==> config.mk <==
export PLATFORM = sky130hd
export DESIGN_NAME = robs_control
export DESIGN_NICKNAME = d
export VERILOG_FILES = /design/src/rtl/robs_control.sv
export SDC_FILE = /design/constraint.sdc
export NUM_CORES = 1
export LEC_CHECK = 0
export CELL_PAD_IN_SITES_DETAIL_PLACEMENT = 0
export CELL_PAD_IN_SITES_GLOBAL_PLACEMENT = 1
export CORE_AREA = 2 2 60 62
export DETAILED_ROUTE_END_ITERATION = 16
export DIE_AREA = 0 0 62 64
export PLACE_DENSITY = 0.58
export SKIP_LAST_GASP = 1
export SYNTH_ARGS = -nofsm -noshare
export SYNTH_HDL_FRONTEND = slang
export SYNTH_SLANG_ARGS = --single-unit
==> constraint.sdc <==
create_clock -name clk -period 1.8 [get_ports clk]
set_clock_uncertainty 0.05 [all_clocks]
set_input_delay 0.36 -clock clk [delete_from_list [all_inputs] [get_ports clk]]
set_output_delay 0.36 -clock clk [all_outputs]
set_load 0.03 [all_outputs]
==> src/rtl/robs_control.sv <==
// Moore controller sequencing a Robertson signed multiplier datapath.
// Drives the 15-bit control word from the state register and steps on the zr/zq status flags.
module robs_control #(
   parameter int WIDTH = 8
) (
   input  logic        clk,
   input  logic        reset,
   input  logic        start,
   input  logic        zr,
   input  logic        zq,
   output logic [14:0] c,
   output logic        busy,
   output logic        done
);

   localparam int CW = $clog2(WIDTH);

   typedef enum logic [3:0] {
      S_IDLE,
      S_INIT,
      S_LOADR,
      S_TEST,
      S_ARITH,
      S_SHIFT,
      S_WB,
      S_STORE,
      S_DONE
   } state_t;

   state_t        state_q, state_d;
   logic [CW-1:0] iter_q, iter_d;
   logic [14:0]   c_q;
   logic          busy_q, done_q;

   // Control word for a state. add_sel picks add (1) or subtract (0) in ARITH.
   function automatic logic [14:0] decode_c(input state_t s, input logic add_sel);
      logic [14:0] w;
      w = '0;
      case (s)
         S_INIT:  w = 15'h000F;
         S_LOADR: w = 15'h0300;
         S_TEST:  w = 15'h2000;
         S_ARITH: w = 15'h0120 | {4'b0, add_sel, 10'b0};
         S_SHIFT: w = 15'h1800;
         S_WB:    w = 15'h0350;
         S_STORE: w = 15'h4088;
         default: w = '0;
      endcase
      return w;
   endfunction

   always_comb begin
      // NOTE: defaults first so every path assigns every variable; otherwise a latch is inferred.
      state_d = state_q;
      iter_d  = iter_q;
      case (state_q)
         S_IDLE:  if (start) state_d = S_INIT;
         S_INIT:  begin
            state_d = S_LOADR;
            iter_d  = '0;
         end
         S_LOADR: state_d = S_TEST;
         S_TEST:  begin
            state_d = zr ? S_SHIFT : S_ARITH;
            iter_d  = iter_q + CW'(1);
         end
         S_ARITH: state_d = S_SHIFT;
         S_SHIFT: state_d = S_WB;
         S_WB:    state_d = zq ? S_STORE : S_TEST;
         S_STORE: state_d = S_DONE;
         S_DONE:  state_d = S_IDLE;
         default: state_d = S_IDLE;
      endcase
   end

   // iter mirrors the datapath counter modulo WIDTH: it wraps to zero on the final
   // iteration, giving c10 = ~zq without a combinational path from zq to c.
   always_ff @(posedge clk) begin
      // NOTE: non-blocking assignments so every register samples pre-edge values.
      if (!reset) begin
         state_q <= S_IDLE;
         iter_q  <= '0;
         c_q     <= '0;
         busy_q  <= 1'b0;
         done_q  <= 1'b0;
      end else begin
         state_q <= state_d;
         iter_q  <= iter_d;
         c_q     <= decode_c(state_d, iter_d != '0);
         busy_q  <= (state_d != S_IDLE) && (state_d != S_DONE);
         done_q  <= (state_d == S_DONE);
      end
   end

   assign c    = c_q;
   assign busy = busy_q;
   assign done = done_q;

endmodule
Word-level counts from Yosys, hierarchy flattened --
Cells that the tools add are included.
Storage, ports and cells: input port bits 5, bits in latches 0, bits in writable memories 0, output and inout port bits 17, flip-flop bits (word level) 24, bits in read-only memories 0, memories 0
Cells by class: multiply operators 0, mux-type cells 6, bitwise operators 0, reductions and logical operators 4, $add $sub $neg 1, shift operators 0, div/mod/pow operators 0, order comparisons 0, eq/ne operators 16
Operators by type and width (count):
- one-hot mux 15 bit (7 select lines) | 1
- equality test 4 x 3 -> 1 bit (second input constant) | 8
- one-hot mux 4 bit (8 select lines) | 1
- equality test 4 x 2 -> 1 bit (second input constant) | 4
- equality test 4 x 1 -> 1 bit (second input constant) | 2
- one-hot mux 3 bit (2 select lines) | 1
- equality test 4 bit (second input constant) | 1
- logical NOT 4 bit | 1
- 2-to-1 mux 4 bit | 1
- inequality test 4 bit (second input constant) | 1
- nonzero test 4 bit | 1
- adder 3 x 1 -> 3 bit (second input constant) | 1
- 2-to-1 mux 3 bit | 1
- nonzero test 3 bit | 1
- logical AND 1 bit | 1
- 2-to-1 mux 1 bit | 1

Longest topological paths before layout --
Gate-level depths: netlist (run 1).
word-level depth 4, mapped depth 6

Worst setup path before layout (run 1) --
No wires, ideal clock.
path type register to register, start reg state_q[2], end reg c_q[10], in the netlist c[10], period minus slack after synthesis 1.493 ns, cell stages (with the launch flop) 7, data arrival time 1.355 ns, path slack 0.307 ns, cells stage by stage dfxtp_1 buf_6 or3b_4 buf_6 o21ai_2 a22oi_2 a311oi_2
On the way: word-level cells in the longest chain between the ends 4, elaborated cells on any way between the ends 20, those cells by class eq/ne: 14; mux: 4; reduce/logical: 2
Ends and longest elaborated chain:
- from (decl) | RTL line 30 | state_t state_q, state_d;
- from (signal assigned) | RTL line 87 | state_q <= state_d;
- equality test 4 x 3 -> 1 bit (tied with other cells) | RTL line 56 | case (state_q)
- one-hot mux 4 bit (8 select lines) / one-hot mux 3 bit (2 select lines) (equally long branches) | RTL line 56
- equality test 4 x 3 -> 1 bit (tied with other cells) | RTL line 39 | case (s)
- one-hot mux 15 bit (7 select lines) * | RTL line 39
- to (signal assigned) | RTL line 89 | c_q <= decode_c(state_d, iter_d != '0);
- to (decl) | RTL line 32 | logic [14:0] c_q;
Mark *: on every way between the ends. The rest lies on a longest branch, timed or not. A chain may end at the register's enable or synchronous reset.

==> out/metrics.cfg, run 1 <==
[outcome]
status = completed

[drt]
ant_nets = 0
drc = 0
wl_per_cell_microns = 9.67
num_vias = 577
routed_wl_microns = 1420
via_per_inst = 3.93
drt_iter0_markers = 17
drt_first_pass_iters = 4

[logic_synthesis]
netlist_area_sq_um = 772
synth.largest_area_cell = dfxtp_1
synth_nets = 88
synth-xor-area-share_pct = 1.13
synth_top_family_by_area = simple AND/OR/NAND/NOR gates
synth_cell_types = 27
synth_compound_area_share_pct = 11.5
ys_ff_latch = 19
seq_area_frac_synth_pct = 49.3
yosysWarnings = 0
avgSynthCellArea_sq_um = 9.41
synth_top_area_share_pct = 49.3
synthMuxAreaShare_pct = 0
synthSimpleGateAreaFrac_pct = 26.3
synthCells = 82
synthTopCellsByArea = dfxtp_1 49%, buf_4 5.8%, nor2_1 4.9%, nand2_1 3.4%, a21oi_1 3.2%
synth_fa_ha_area_share_pct = 1.62

[sta]
fin_ws_ns = 0.0762
maxSlewViolCount = 0
finalSetupTns_ns = 0
hold_viol_final = 0
worst_pin_slew_ns = 0.452
rsz0062_at_grt = no
fmax_mhz = 580
min_period_over_period_pct = 95.8
max-slew-margin-rel_pct = 69.8
finalSetupViolations = 0
period_needed_ns = 1.72

[worst_setup_path]
worst_ep_required_time_ns = 1.39
worst_setup_path_start_kind = register
r2r_end = c[10]
critical_path_buf_inv_count = 1
criticalPathCategory = reg2out
timing.rr.start = state_q[2]
slowest_delay_ns = 0.67
end_kind = output port
crit_family = buffers and inverters
path_cells = clkdlybuf4s50_1
slowest_stage = clkdlybuf4s50_1
crit_arrival_ns = 1.31
crit_fanout = 3
rr_worst_depth = 4
r2r_slack_ns = 0.26

[cells_and_area]
drive_above_1_share_pct = 11.9
final_nets = 108
area_growth_pct = 32.1
num_antenna_cells = 0
instances_no_fill = 147
n_fill_cell = 345

[floorplanning]
dieArea_sq_um = 3970
core_area_sq_um = 3280
initial_core_util_pct = 23.5
die-height_microns = 64
ios = 22
die_w_microns = 62
rows = 21

[clocking]
cts_sinks = 19
cts_root_buffer = clkbuf_4
post_cts_buffers = 0
postCtsHoldBufs = 0
path_clk_slew_ns = 0.11
numCtsBuffers = 3
cts_htree_levels = 1
cts_buffer_depth = 2
cts_resized = 0
cts_tree = yes
clk_latency_ns = 0.29

[place]
post-place-ws_ns = 0.152
dpl.cell_count = 143
gp_congestion = 0.708
dpl.hpwl_microns = 1070
io_buffers = 21

[run]
drv_cap = 0

[grt]
grt.overflow.total = 0
grt_pass1_wl_microns = 2280
grt_max_degree = 14
grt_pass1_vias = 517
antenna_found_initial = 0
grt_use_total_pct = 8.10

[pwr]
vdd_ir_drop_max_uv = 177
p_per_area_nw_per_um2 = 839
leakage_nw = 0.389

[hold_path]
hold-path-endpoint = iter_q[1]
min_path_cells = 2
holdCritStartpoint = iter_q[1]
hp-class = reg2reg

worst register-to-register path: cells and delay by family (launching register included):
kind,cells,cell delay (ns)
flip-flops,1,0.50
AND/OR/NAND/NOR,2,0.41
AO/OA/AOI/OAI,2,0.51
Yosys cell counts:
cell type,instances
dfxtp_1,19
nor2_1,10
nand2_1,7
buf_4,6
a21oi_1,5
nor2b_1,4
o21ai_0,4
and3_1,2
buf_6,2
inv_1,2
nand2b_1,2
nand3_1,2
nor3_1,2
or2b_1,2
a21boi_0,1
a22oi_2,1
a311oi_2,1
and2_1,1
and2b_1,1
and2b_2,1
clkbuf_1,1
ha_1,1
nand3b_1,1
nor3b_2,1
o21ai_2,1
or3b_4,1
xnor2_1,1
metal layers:
layer | share of wire, % | track usage [%]
met1 | 45 | 8.93
met2 | 47 | 12.8
met3 | 4.5 | 1.21
met4 | 3.7 | 7.18
met5 | 0 | 0
power by group:
group / switching [mW] / total, mW / internal (mW)
logic: 0.0970 / 0.174 / 0.0772
registers: 0.0226 / 0.467 / 0.444
clock network: 0.129 / 0.215 / 0.0863
metrics by stage:
stage	util (%)	power [mW]	cell area (sq um)	hold WS [ns]
2_1_floorplan	-	0.599	772	0.432
3_3_place_gp	30.2	0.654	991	0.497
3_5_place_dp	30.2	0.652	991	0.511
4_1_cts	31.0	0.870	1020	0.541
5_1_grt	31.0	0.905	1020	0.574
6_report	31.0	0.856	1020	0.534
registers in the layout, indices dropped and copies added, names as in the netlist:
name     count
busy         1
c           10
done         1
iter_q       3
state_q      4
area by class of cell:
cell class              instances  area (sq um)  area share [%]
flip-flops and latches         19           380            37.3
repair buffers                 24           235            23.1
clock buffers                   4          26.3            2.58
multi-input cells              52           313            30.7
well taps                      46          57.6            5.64
inverters                       2          7.51           0.736
cell families after synthesis:
logic type                 Yosys count
buffers and inverters               11
and+or+nand+nor                     37
AOI/OAI and AO/OA                   13
adders and majority gates            1
DFF                                 19
xor gates and xnor gates             1
cell usage in the layout, fill, tap and decap left out:
master           Yosys  routed
dlymetal6s2s_1       0       1
and2b_2              1       1
a21boi_0             1       1
xnor2_1              1       1
clkdlybuf4s50_1      0      20
or2b_1               2       2
nor2_1              10      10
clkbuf_1             1       1
nand3b_1             1       1
or3b_4               1       1
a21oi_1              5       5
inv_1                2       2
a22oi_2              1       1
and2b_1              1       1
dfxtp_1             19      19
a311oi_2             1       1
and3_1               2       2
ha_1                 1       1
o21ai_0              4       4
nand2b_1             2       2
buf_4                6       3
nand3_1              2       2
nand2_1              7       7
clkbuf_4             0       3
nor3b_2              1       1
o21ai_2              1       1
nor2b_1              4       4
nor3_1               2       2
and2_1               1       1
worst max-delay path by stage:
stage | startpoint | end | slack [ns] | cells after the start
after floorplan | state_q[2] | c[10] | 0.31 | 6
after global placement | zr | c[12] | 0.16 | 5
after detailed placement | zr | c[12] | 0.15 | 5
after CTS | c[2] | c[1] | 0.05 | 1
after global routing | c[6] | c[4] | 0.0009 | 1
final | c[2] | c[0] | 0.08 | 1
(Power assumes the default switching activity.)
==> run 2: changes to the inputs <==
--- a/config.mk
+++ b/config.mk
@@ -10,6 +10,7 @@
 export CORE_AREA = 2 2 60 62
 export DETAILED_ROUTE_END_ITERATION = 16
 export DIE_AREA = 0 0 62 64
+export GPL_ROUTABILITY_DRIVEN = 0
 export PLACE_DENSITY = 0.58
 export SKIP_LAST_GASP = 1
 export SYNTH_ARGS = -nofsm -noshare
==> constraint.sdc (replaced) <==
create_clock -name clk -period 1.7 [get_ports clk]
set_clock_uncertainty 0.05 [all_clocks]
set_input_delay 0.34 -clock clk [delete_from_list [all_inputs] [get_ports clk]]
set_output_delay 0.34 -clock clk [all_outputs]
set_load 0.03 [all_outputs]
==> run 2 against run 1 <==
Compared with the run above:
- worst hold slack better by 0.00055 ns
- setup slack better by 0.070 ns
- total power is 5.7% higher
- clock-buffer cell count is 1 lower
- design area is 2.2% higher
==> out/metrics.cfg, run 2 (synthesized netlist as in run 1, its figures left out) <==
[outcome]
status = completed  ; unchanged

[sta]
max-slew-margin-rel_pct = 77.2  ; was 69.8%
finalSetupViolations = 0  ; unchanged
fmax_mhz = 644
finalSetupTns_ns = 0  ; unchanged
hold_viol_final = 0  ; unchanged
maxSlewViolCount = 0  ; unchanged
min_period_over_period_pct = 91.4
rsz0062_at_grt = no  ; unchanged
fin_ws_ns = 0.146  ; was 0.0762 ns
worst_pin_slew_ns = 0.339  ; was 0.452 ns
period_needed_ns = 1.55

[pwr]
p_per_area_nw_per_um2 = 868  ; was 839 nW/um^2
leakage_nw = 0.562  ; was 0.389 nW
vdd_ir_drop_max_uv = 229  ; was 177 uV

[worst_setup_path]
critical_path_buf_inv_count = 0  ; was 1
worst_setup_path_start_kind = register  ; unchanged
crit_arrival_ns = 1.72  ; was 1.31 ns
crit_family = compound AO/OA/AOI/OAI gates  ; was buffers and inverters
crit_fanout = 10  ; was 3
path_cells = or2b_1 -> o21ai_0 -> nand2_1 -> a311oi_2  ; was clkdlybuf4s50_1
criticalPathCategory = reg2reg  ; was reg2out
slowest_delay_ns = 0.49  ; was 0.67 ns
end_kind = register  ; was output port
worst_ep_required_time_ns = 1.87  ; was 1.39 ns
slowest_stage = dfxtp_1  ; was clkdlybuf4s50_1

[floorplanning]
core_area_sq_um = 3280  ; unchanged
ios = 22  ; unchanged
die-height_microns = 64  ; unchanged
dieArea_sq_um = 3970  ; unchanged
rows = 21  ; unchanged
initial_core_util_pct = 23.5  ; unchanged
die_w_microns = 62  ; unchanged

[hold_path]
hp-class = reg2reg  ; unchanged

[cells_and_area]
largest_reg_flops = 10  ; unchanged
num_antenna_cells = 0  ; unchanged
final_nets = 110  ; was 108
utilization_pct = 31.7  ; was 31.0%
final_cell_mix = 19 x dfxtp_1, 10 x nor2_1, 9 x dlygate4sd2_1, 8 x dlymetal6s2s_1, 7 x nand2_1  ; was 20 x clkdlybuf4s50_1, 19 x dfxtp_1, 10 x nor2_1, 7 x nand2_1, 5 x a21oi_1
drive_above_1_share_pct = 14.6  ; was 11.9%
instances_no_fill = 149  ; was 147
mostFrequentLayoutCell = dfxtp_1  ; was clkdlybuf4s50_1
n_fill_cell = 359  ; was 345
area_growth_pct = 35.0  ; was 32.1%

[clocking]
numCtsBuffers = 3  ; unchanged
cts_buffer_depth = 2  ; unchanged
clk_latency_ns = 0.29  ; about the same
cts_sinks = 19  ; unchanged
path_clk_slew_ns = 0.11  ; about the same
cts_tree = yes  ; unchanged
post_cts_buffers = 0  ; unchanged
cts_root_buffer = clkbuf_4  ; unchanged
cts_htree_levels = 1  ; unchanged

[grt]
grt_max_degree = 12  ; was 14
grt.overflow.total = 0  ; unchanged
grt_pass1_wl_microns = 2320  ; was 2280 microns
gr-max-usage-layer = met2  ; unchanged
globalRouteMet3Util_pct = 1.82  ; was 1.21%
met2_usage_pct = 13.0  ; was 12.8%
grt_pass1_vias = 534  ; was 517
grt_use_total_pct = 8.09  ; was 8.10%
antenna_found_initial = 0  ; unchanged
grt_use_met1_pct = 9.02  ; was 8.93%

[drt]
drt_iter0_markers = 9  ; was 17
routed_wl_microns = 1480  ; was 1420 microns
drc = 0  ; unchanged
drt_first_pass_iters = 4  ; unchanged
num_vias = 582  ; was 577
ant_nets = 0  ; unchanged
via_per_inst = 3.91  ; was 3.93
wl_per_cell_microns = 9.95  ; was 9.67 microns

[place]
post-place-ws_ns = 0.104  ; was 0.152 ns
dpl.hpwl_microns = 1150  ; was 1070 microns
io_buffers = 21  ; unchanged
dpl.cell_count = 145  ; was 143

[run]
drv_cap = 0  ; unchanged

[run 2: cell types whose count changed in the layout (fill, tap and decap cells not counted), sizes merged]
| cell | delta |
|---|---|
| buf | +2 |
| clkbuf | -1 |
| clkdlybuf4s50 | -16 |
| clkinv | +1 |
| dlygate4sd2 | +9 |
| dlymetal6s2s | +7 |
[run 2: worst paths after layout]
kind,start,to,slack [ns],cells past startpoint
worst max-delay path,state_q[2],c[10],0.15,4
worst min register to register,state_q[2],state_q[2],0.53,2
worst min-delay path,state_q[2],state_q[2],0.53,2
worst max register to register,state_q[2],c[10],0.15,4
[run 2: repair_timing]
action,4_1_cts,5_1_grt
endpoints found under the setup margin,11,8
hold buffers,0,0
gates resized for setup,9,8
[run 2: metrics by stage]
stage / area [sq um] / power, mW / hold slack, ns
after floorplan: 772 / 0.634 / 0.412
after global placement: 1010 / 0.704 / 0.495
after detailed placement: 1010 / 0.704 / 0.515
after CTS: 1020 / 0.924 / 0.545
after global routing: 1040 / 0.965 / 0.580
final: 1040 / 0.905 / 0.534
[run 2: layout make-up]
class / count / area (sq um) / area share, %
clock buffer: 3 / 22.5 / 2.16
tap: 46 / 57.6 / 5.52
inverter: 2 / 7.51 / 0.720
clock inverter: 1 / 5.00 / 0.480
sequential: 19 / 380 / 36.5
multi-input combinational: 52 / 313 / 30.0
timing repair buffer: 26 / 256 / 24.6
[run 2: worst reg2reg max path, delay by kind of cell (launching register included)]
kind / cells / cell delay, ns
flip-flops: 1 / 0.49
AND/OR/NAND/NOR: 2 / 0.41
AO/OA/AOI/OAI: 2 / 0.54
[run 2: layer usage]
layer	wire (microns)	share of wire, %	vias to the layer above
li1	-	-	305
met1	618	42	258
met2	764	52	17
met3	71	4.8	2
met4	27	1.8	0
met5	0	0	-
[run 2: where the power goes]
part | total, mW | internal (mW) | switching, mW | leakage (nW)
Sequential | 0.489 | 0.470 | 0.0193 | 0.155
Combinational | 0.190 | 0.0820 | 0.108 | 0.390
Clock | 0.225 | 0.0874 | 0.138 | 0.0177
